`src/rtl/id_ex_stage.sv`:
```
// ID/EX pipeline register: decodes the ID instruction into ALU control, detects load-use
// hazards and inserts bubbles. Optional ID_EX_PERF_CNT_EN adds issue/bubble counters.
module id_ex_stage #(
  parameter int unsigned DATA_W     = 32,
  parameter int unsigned REG_ADDR_W = 5
) (
  input  logic                  clk,
  input  logic                  reset,
  input  logic                  id_valid,
  input  logic [31:0]           id_instr,
  input  logic [DATA_W-1:0]     id_rs_data,
  input  logic [DATA_W-1:0]     id_rt_data,
  input  logic                  stall_in,
  input  logic                  flush,
  output logic                  hazard_stall,
  output logic                  ex_valid,
  output logic [3:0]            ex_alu_control,
  output logic [DATA_W-1:0]     ex_alu_a,
  output logic [DATA_W-1:0]     ex_alu_b,
  output logic [DATA_W-1:0]     ex_store_data,
  output logic [REG_ADDR_W-1:0] ex_dest_reg,
  output logic                  ex_reg_write,
  output logic                  ex_mem_read,
  output logic                  ex_mem_write,
  output logic                  ex_mem_to_reg,
  output logic                  ex_branch,
  output logic [DATA_W-1:0]     ex_branch_offset,
  output logic                  ex_illegal
`ifdef ID_EX_PERF_CNT_EN
  ,
  output logic [31:0]           perf_issued,
  output logic [31:0]           perf_bubbles
`endif
);

  localparam logic [5:0] OpRtype = 6'h00;
  localparam logic [5:0] OpAddi  = 6'h08;
  localparam logic [5:0] OpLw    = 6'h23;
  localparam logic [5:0] OpSw    = 6'h2B;
  localparam logic [5:0] OpBeq   = 6'h04;
  localparam logic [5:0] FnAdd   = 6'h20;
  localparam logic [5:0] FnSub   = 6'h22;
  localparam logic [3:0] AluAdd  = 4'b0010;
  localparam logic [3:0] AluSub  = 4'b0110;

  // Instruction fields
  logic [5:0]            opcode;
  logic [5:0]            funct;
  logic [REG_ADDR_W-1:0] rs_a;
  logic [REG_ADDR_W-1:0] rt_a;
  logic [REG_ADDR_W-1:0] rd_a;
  logic [DATA_W-1:0]     imm_ext;

  assign opcode  = id_instr[31:26];
  assign funct   = id_instr[5:0];
  assign rs_a    = REG_ADDR_W'(id_instr[25:21]);
  assign rt_a    = REG_ADDR_W'(id_instr[20:16]);
  assign rd_a    = REG_ADDR_W'(id_instr[15:11]);
  assign imm_ext = {{(DATA_W-16){id_instr[15]}}, id_instr[15:0]};

  // Decoder outputs
  logic                  dec_ok;
  logic                  dec_illegal;
  logic [3:0]            dec_alu;
  logic                  dec_use_imm;
  logic [REG_ADDR_W-1:0] dec_dest;
  logic                  dec_rw;
  logic                  dec_mr;
  logic                  dec_mw;
  logic                  dec_m2r;
  logic                  dec_br;
  logic                  reads_rt;

  // EX registers
  logic                  valid_q, valid_d;
  logic [3:0]            alu_control_q, alu_control_d;
  logic [DATA_W-1:0]     alu_a_q, alu_a_d;
  logic [DATA_W-1:0]     alu_b_q, alu_b_d;
  logic [DATA_W-1:0]     store_data_q, store_data_d;
  logic [REG_ADDR_W-1:0] dest_reg_q, dest_reg_d;
  logic                  reg_write_q, reg_write_d;
  logic                  mem_read_q, mem_read_d;
  logic                  mem_write_q, mem_write_d;
  logic                  mem_to_reg_q, mem_to_reg_d;
  logic                  branch_q, branch_d;
  logic [DATA_W-1:0]     branch_offset_q, branch_offset_d;
  logic                  illegal_q, illegal_d;

  logic load_instr;
  logic load_bubble;
  logic bubble_evt;

  always_comb begin
    dec_ok      = 1'b0;
    dec_illegal = 1'b0;
    dec_alu     = 4'b0000;
    dec_use_imm = 1'b0;
    dec_dest    = '0;
    dec_rw      = 1'b0;
    dec_mr      = 1'b0;
    dec_mw      = 1'b0;
    dec_m2r     = 1'b0;
    dec_br      = 1'b0;
    // All-zero word is a NOP: neither legal nor illegal
    if (id_instr != 32'h0) begin
      case (opcode)
        OpRtype: begin
          if (funct == FnAdd || funct == FnSub) begin
            dec_ok   = 1'b1;
            dec_alu  = (funct == FnSub) ? AluSub : AluAdd;
            dec_dest = rd_a;
            dec_rw   = 1'b1;
          end else begin
            dec_illegal = 1'b1;
          end
        end
        OpAddi: begin
          dec_ok      = 1'b1;
          dec_alu     = AluAdd;
          dec_use_imm = 1'b1;
          dec_dest    = rt_a;
          dec_rw      = 1'b1;
        end
        OpLw: begin
          dec_ok      = 1'b1;
          dec_alu     = AluAdd;
          dec_use_imm = 1'b1;
          dec_dest    = rt_a;
          dec_rw      = 1'b1;
          dec_mr      = 1'b1;
          dec_m2r     = 1'b1;
        end
        OpSw: begin
          dec_ok      = 1'b1;
          dec_alu     = AluAdd;
          dec_use_imm = 1'b1;
          dec_mw      = 1'b1;
        end
        OpBeq: begin
          dec_ok  = 1'b1;
          dec_alu = AluSub;
          dec_br  = 1'b1;
        end
        default: dec_illegal = 1'b1;
      endcase
    end
    if (dec_dest == '0) begin
      dec_rw = 1'b0;
    end
  end

  assign reads_rt = (opcode == OpRtype) || (opcode == OpSw) || (opcode == OpBeq);

  assign hazard_stall = id_valid && valid_q && mem_read_q && (dest_reg_q != '0) &&
                        ((dest_reg_q == rs_a) || ((dest_reg_q == rt_a) && reads_rt));

  always_comb begin
    load_instr  = 1'b0;
    load_bubble = 1'b0;
    illegal_d   = 1'b0;
    if (flush) begin
      load_bubble = 1'b1;
    end else if (stall_in) begin
      load_bubble = 1'b0;
    end else if (hazard_stall) begin
      load_bubble = 1'b1;
    end else if (id_valid && dec_ok) begin
      load_instr = 1'b1;
    end else begin
      load_bubble = 1'b1;
      illegal_d   = id_valid && dec_illegal;
    end
  end

  always_comb begin
    valid_d         = valid_q;
    alu_control_d   = alu_control_q;
    alu_a_d         = alu_a_q;
    alu_b_d         = alu_b_q;
    store_data_d    = store_data_q;
    dest_reg_d      = dest_reg_q;
    reg_write_d     = reg_write_q;
    mem_read_d      = mem_read_q;
    mem_write_d     = mem_write_q;
    mem_to_reg_d    = mem_to_reg_q;
    branch_d        = branch_q;
    branch_offset_d = branch_offset_q;
    if (load_instr) begin
      valid_d         = 1'b1;
      alu_control_d   = dec_alu;
      alu_a_d         = id_rs_data;
      alu_b_d         = dec_use_imm ? imm_ext : id_rt_data;
      store_data_d    = id_rt_data;
      dest_reg_d      = dec_dest;
      reg_write_d     = dec_rw;
      mem_read_d      = dec_mr;
      mem_write_d     = dec_mw;
      mem_to_reg_d    = dec_m2r;
      branch_d        = dec_br;
      branch_offset_d = imm_ext << 2;
    end else if (load_bubble) begin
      valid_d         = 1'b0;
      alu_control_d   = 4'b0000;
      alu_a_d         = '0;
      alu_b_d         = '0;
      store_data_d    = '0;
      dest_reg_d      = '0;
      reg_write_d     = 1'b0;
      mem_read_d      = 1'b0;
      mem_write_d     = 1'b0;
      mem_to_reg_d    = 1'b0;
      branch_d        = 1'b0;
      branch_offset_d = '0;
    end
  end

  always_ff @(posedge clk) begin
    if (reset) begin
      valid_q         <= 1'b0;
      alu_control_q   <= 4'b0000;
      alu_a_q         <= '0;
      alu_b_q         <= '0;
      store_data_q    <= '0;
      dest_reg_q      <= '0;
      reg_write_q     <= 1'b0;
      mem_read_q      <= 1'b0;
      mem_write_q     <= 1'b0;
      mem_to_reg_q    <= 1'b0;
      branch_q        <= 1'b0;
      branch_offset_q <= '0;
      illegal_q       <= 1'b0;
    end else begin
      valid_q         <= valid_d;
      alu_control_q   <= alu_control_d;
      alu_a_q         <= alu_a_d;
      alu_b_q         <= alu_b_d;
      store_data_q    <= store_data_d;
      dest_reg_q      <= dest_reg_d;
      reg_write_q     <= reg_write_d;
      mem_read_q      <= mem_read_d;
      mem_write_q     <= mem_write_d;
      mem_to_reg_q    <= mem_to_reg_d;
      branch_q        <= branch_d;
      branch_offset_q <= branch_offset_d;
      illegal_q       <= illegal_d;
    end
  end

  assign ex_valid         = valid_q;
  assign ex_alu_control   = alu_control_q;
  assign ex_alu_a         = alu_a_q;
  assign ex_alu_b         = alu_b_q;
  assign ex_store_data    = store_data_q;
  assign ex_dest_reg      = dest_reg_q;
  assign ex_reg_write     = reg_write_q;
  assign ex_mem_read      = mem_read_q;
  assign ex_mem_write     = mem_write_q;
  assign ex_mem_to_reg    = mem_to_reg_q;
  assign ex_branch        = branch_q;
  assign ex_branch_offset = branch_offset_q;
  assign ex_illegal       = illegal_q;

  // Bubbles caused by hazard or flush; idle/NOP/illegal bubbles are not counted
  assign bubble_evt = flush || (!stall_in && hazard_stall);

`ifdef ID_EX_PERF_CNT_EN
  logic [31:0] issued_q, issued_d;
  logic [31:0] bubbles_q, bubbles_d;

  always_comb begin
    issued_d  = issued_q + (load_instr ? 32'd1 : 32'd0);
    bubbles_d = bubbles_q + (bubble_evt ? 32'd1 : 32'd0);
  end

  always_ff @(posedge clk) begin
    if (reset) begin
      issued_q  <= '0;
      bubbles_q <= '0;
    end else begin
      issued_q  <= issued_d;
      bubbles_q <= bubbles_d;
    end
  end

  assign perf_issued  = issued_q;
  assign perf_bubbles = bubbles_q;
`else
  logic unused_bubble_evt;
  assign unused_bubble_evt = bubble_evt;
`endif

endmodule

```
`config.mk`:
```
export PLATFORM = sky130hd
export DESIGN_NAME = id_ex_stage
export DESIGN_NICKNAME = d
export VERILOG_FILES = /design/src/rtl/id_ex_stage.sv
export SDC_FILE = /design/constraint.sdc
export NUM_CORES = 1
export LEC_CHECK = 0
export CORE_UTILIZATION = 39
export CTS_CLUSTER_DIAMETER = 60
export DETAILED_ROUTE_END_ITERATION = 10
export PLACE_DENSITY_LB_ADDON = 0.12
export SYNTH_ARGS = -nofsm -noshare
export SYNTH_HDL_FRONTEND = slang
export SYNTH_SLANG_ARGS = --single-unit
```
`constraint.sdc`:
```
create_clock -name clk -period 2.85 [get_ports clk]
set_clock_uncertainty 0.2 [all_clocks]
set_input_delay 0.57 -clock clk [delete_from_list [all_inputs] [get_ports clk]]
set_output_delay 0.57 -clock clk [all_outputs]
set_load 0.05 [all_outputs]
```
* Word level (Yosys, flattened, before mapping)
Index checks and enable logic that the tools add are counted.
** Word-level totals
- Bits of input ports :: 101
- Register bits after elaboration :: 141
- Output and inout port bits :: 145
- Word-level logic and storage cells :: 89
** Cells by class
- Eq/ne operators :: 8
- Multiplexer cells :: 49
- Reduce and logical (&&, ||, !) cells :: 20
** Operator list (count)
- 2-to-1 mux 32 bit :: 7
- nonzero test 32 bit :: 1
- 2-to-1 mux 1 bit :: 28
- equality test 6 bit, second input constant :: 4
- 2-to-1 mux 5 bit :: 4
- equality test 5 bit :: 2
- case mux 5 bit (2 select lines) :: 1
- 2-to-1 mux 3 bit :: 3
- case mux 3 bit (3 select lines) :: 1
- 2-to-1 mux 4 bit :: 2
- logical AND 1 bit :: 7
- equality test 6 x 3 -> 1 bit, second input constant :: 1
- equality test 6 x 4 -> 1 bit, second input constant :: 1
- zero test 6 bit :: 1
- case mux 1 bit (2 select lines) :: 3
- zero test 5 bit :: 1
- nonzero test 5 bit :: 1
- OR reduction 5 bit :: 1
- logical OR 1 bit :: 4
- OR reduction 4 bit :: 1
- OR reduction 3 bit :: 1
- nonzero test 2 bit :: 1
- OR reduction 2 bit :: 1

* Longest topological paths before layout
Gate-level depths: netlist (run 1).
- Depth after elaboration :: 12
- Mapped depth :: 8
- Mapped depth without buffers :: 5

* Worst setup path before layout (run 1)
Ideal clock, no wire load.
- Kind :: register to output
- Start :: register dest_reg_q[0], in the netlist ex_dest_reg[0]
- End :: output port hazard_stall
- Data arrival time :: 1.731 ns
- Path slack :: 0.349 ns
- Stages on the path, launching flop included :: 5
- Path through :: dfxtp_1 or4_1 o21ai_1 or3_4 nand2_1
** Between the ends
- Cells in the longest elaborated chain, start to end :: 4
- Elaborated cells between the ends (all ways) :: 7
- Classes of those cells :: eq/ne: 2; reduce/logical: 5
** RTL lines
- start: declaration :: RTL line 80 : logic [REG_ADDR_W-1:0] dest_reg_q, dest_reg_d;
- start signal: assignment :: RTL line 238 : dest_reg_q <= dest_reg_d;
- equality test 5 bit :: RTL line 155 : ((dest_reg_q == rs_a) || ((dest_reg_q == rt_a) && reads_rt));
- logical AND 1 bit :: RTL line 155
- logical OR 1 bit :: RTL line 155
- logical AND 1 bit (*) :: RTL line 154 : assign hazard_stall = id_valid && valid_q && mem_read_q && (dest_reg_q != '0) &&
- end: declaration :: RTL line 15 : output logic hazard_stall,
Mark *: on every way between the ends. The rest lies on a longest branch, timed or not.

* Worst setup path after layout (run 1)
- Start :: input port id_instr[16]
- End :: output port hazard_stall
** Between the ends
- Cells in the longest elaborated chain, start to end :: 4
** RTL lines
- start: declaration :: RTL line 10 : input logic [31:0] id_instr,
- equality test 5 bit :: RTL line 155
- logical AND 1 bit :: RTL line 155
- logical OR 1 bit :: RTL line 155
- logical AND 1 bit :: RTL line 154
Every way passes these cells.

==> results.md, run 1 <==
* Status: finished, violations left
* Failing checks: DRC
* Commonest cells after routing, fill and taps aside: 236 x clkdlybuf4s50_1, 125 x dfxtp_1, 62 x a22o_1
* DP Cell Count at 806
* First-pass GRT wire length at 23,200 µm
* Reg2reg end: ex_alu_a[9]
* Final ANT Viol Nets at 0
* Ys Warns at 0
* Syn Area/Cell at 10.4 µm²
* Total track usage at 0.239
* Pins Over Slew Limit at 0
* Clk Latency, worst-skew pair at 0.41 ns
* CORE AREA at 0.0115 mm²
* Site Rows at 39
* VDD IR max at 0.502 mV
* Crit-path max FO at 3
* Total CTS buffers at 17
* Dpl ws at -0.165 ns
* Power Total at 4.27 mW
* Leak at 3.05 nW
* Vias in the first global route at 4,312
* CTS H-tree depth at 4
* Arrival @ worst endpoint at 1.99 ns
* Hold Path Class: reg2reg
* Max Clock Freq at 362 MHz
* Mapped Area at 0.00465 mm²
* N_diodes at 0
* Multi-input gate area in the final layout at 0.00186 mm²
* Most common cell after layout, fill and taps aside: clkdlybuf4s50_1
* Critical Path Source: id_instr[16]
* Register-to-register setup slack at 0.49 ns
* Ys async rst share at 0
* Initial drt markers at 375
* Max-Cap Viols at 0
* RSZ-0062 raised after global routing: no
* Fin cells at 839
* Flops & latches, synth at 125
* Post-DP HPWL at 10,300 µm
* Final hold violations at 0
* Fin crit period at 2.76 ns
* Root Driver: clkbuf_16
* Nets at 784
* Fill count at 890
* Chip width at 111 µm
* Worst hold start: ex_alu_b[20]
* Die area at 0.0124 mm²
* Antenna violations before repair at 0
* DR vias/cell at 5.21
* Routed Wire Length at 14,600 µm
* Distinct cells, synth at 44
* Routed wire per std cell at 17.4 µm
* Layout cells sized above 1 at 0.0991
* Via count at 4,375
* Tcrit/Tclk final at 0.970
* Crit end category: output pin
* Gr ovfl total at 0
* Worst-margin pin slew at 0.719 ns
* EDFF count, synth at 0
* Worst relative slew slack at 0.520
* Pwr dens at 544 mW/mm²
* Final worst slack at 0.0864 ns
* Drt pass-1 iters at 8
* Final setup vio count at 0
* TritonCTS clock tree: done
* Primary FF master, synth: dfxtp_1
* Mapped Cells at 447
* Die Ht at 111 µm
* CTS Hold Bufs at 0
* Crit Path Category: in2out
* RR Startpoint: ex_dest_reg[0]
* Worst-path clk slew at 0.06 ns
* Crit start category: input pin
* DRC at 36
* R2R cell count at 7
* CP endpoint: hazard_stall
* Initial core utilization at 0.404
* Placer congestion estimate at 0.846
* Largest net degree at the start of global routing at 66
* Setup TNS at 0 ns
* Sequential share of the synthesized area at 0.538
* Req. time, crit path at 2.08 ns
* P&R area growth vs syn at 68.8%
* Io pins at 246
* Clock Sinks at 125
* Port bufs at 241
* FF+latch area at 0.00250 mm²
* CTS Buffer Depth at 2
==> kinds of logic (layout without fill, tap and decap cells) <==
family,count (synthesis),in the layout,share of synthesized area
AO/OA/AOI/OAI,153,153,0.245
XOR/XNOR,10,10,0.0188
buffers and inverters,53,299,0.0697
flip-flops,125,125,0.538
multiplexers,15,15,0.0323
other,1,4,0.000806
AND/OR/NAND/NOR,90,90,0.0958
==> metrics by stage <==
stage	instance area [µm²]	util	hold WS, ns
finish	7850	0.682	0.252
global route	7850	0.682	0.261
CTS	7820	0.679	0.255
detailed placement	7210	0.626	0.243
global placement	7210	0.626	0.235
floorplan	4660	-	0.443
==> synth_stat cells, types with 2 or more instances <==
master / instances / area (µm²)
dfxtp_1: 125 / 2500
a22o_1: 62 / 543
nand2_1: 53 / 199
o21ai_0: 41 / 205
buf_4: 25 / 188
clkbuf_1: 22 / 82.6
a21oi_1: 18 / 90.1
a32o_1: 17 / 170
mux2i_1: 15 / 150
nor2_1: 8 / 30.0
a22oi_1: 6 / 45.0
xnor2_1: 5 / 43.8
xor2_1: 5 / 43.8
and3_1: 4 / 25.0
nand3_1: 4 / 20.0
nor4_1: 4 / 25.0
and2_1: 2 / 12.5
buf_8: 2 / 30.0
nand4_1: 2 / 12.5
nor3_1: 2 / 10.0
o21ai_2: 2 / 17.5
==> power by group <==
group | switching (mW) | internal, mW | total [mW]
sequential | 0.00256 | 1.75 | 1.76
combinational | 0.142 | 0.169 | 0.311
clock | 0.778 | 1.42 | 2.20
==> routing by layer <==
| metal | track usage | routed length, µm | vias up |
|---|---|---|---|
| met5 | 0 | 0 | - |
| met4 | 0.0712 | 184 | 0 |
| met3 | 0.0897 | 1260 | 17 |
| met2 | 0.401 | 6960 | 184 |
| met1 | 0.284 | 6170 | 2074 |
| li1 | - | - | 2100 |
==> layout make-up <==
class,count,share of cell area
repair buffers,265,0.342
inverters,2,0.000956
clock buffers,23,0.0647
multi-input cells,272,0.237
flip-flops and latches,125,0.319
clock inverters,9,0.0135
well taps,143,0.0228
==> critical path: stages <==
cell,delay (ns)
clkdlybuf4s50_1,0.44
xor2_1,0.17
nor4_2,0.30
buf_4,0.17
nand4b_4,0.12
nand2_4,0.09
buf_12,0.13
==> worst min-delay path by stage <==
stage | end | slack (ns) | cells after the start
after CTS | ex_alu_control[1] | 0.26 | 2
after global routing | ex_alu_control[1] | 0.26 | 2
after floorplan | ex_alu_control[2] | 0.44 | 1
final | ex_alu_b[20] | 0.25 | 2
after detailed placement | ex_alu_b[20] | 0.24 | 2
after global placement | ex_alu_b[20] | 0.23 | 2
==> what timing repair did <==
action / in CTS / in global routing
pin swaps: 1 / 2
buffers inserted: 0 / 1
endpoints found under the setup margin: 1 / 1
gates resized for setup: 1 / 6
No activity file was read; power rests on OpenSTA's default activity.
==> run 2, diff against run 1 <==
- CTS_CLUSTER_DIAMETER: 60 -> not set
==> results of run 2 <==
The final DEF is identical to that of run 1; final timing and power are the same.
==> run 3, diff against run 2 <==
- CTS_CLUSTER_SIZE: not set -> 16
==> results of run 3 <==
The final DEF is identical to that of run 1; final timing and power are the same.
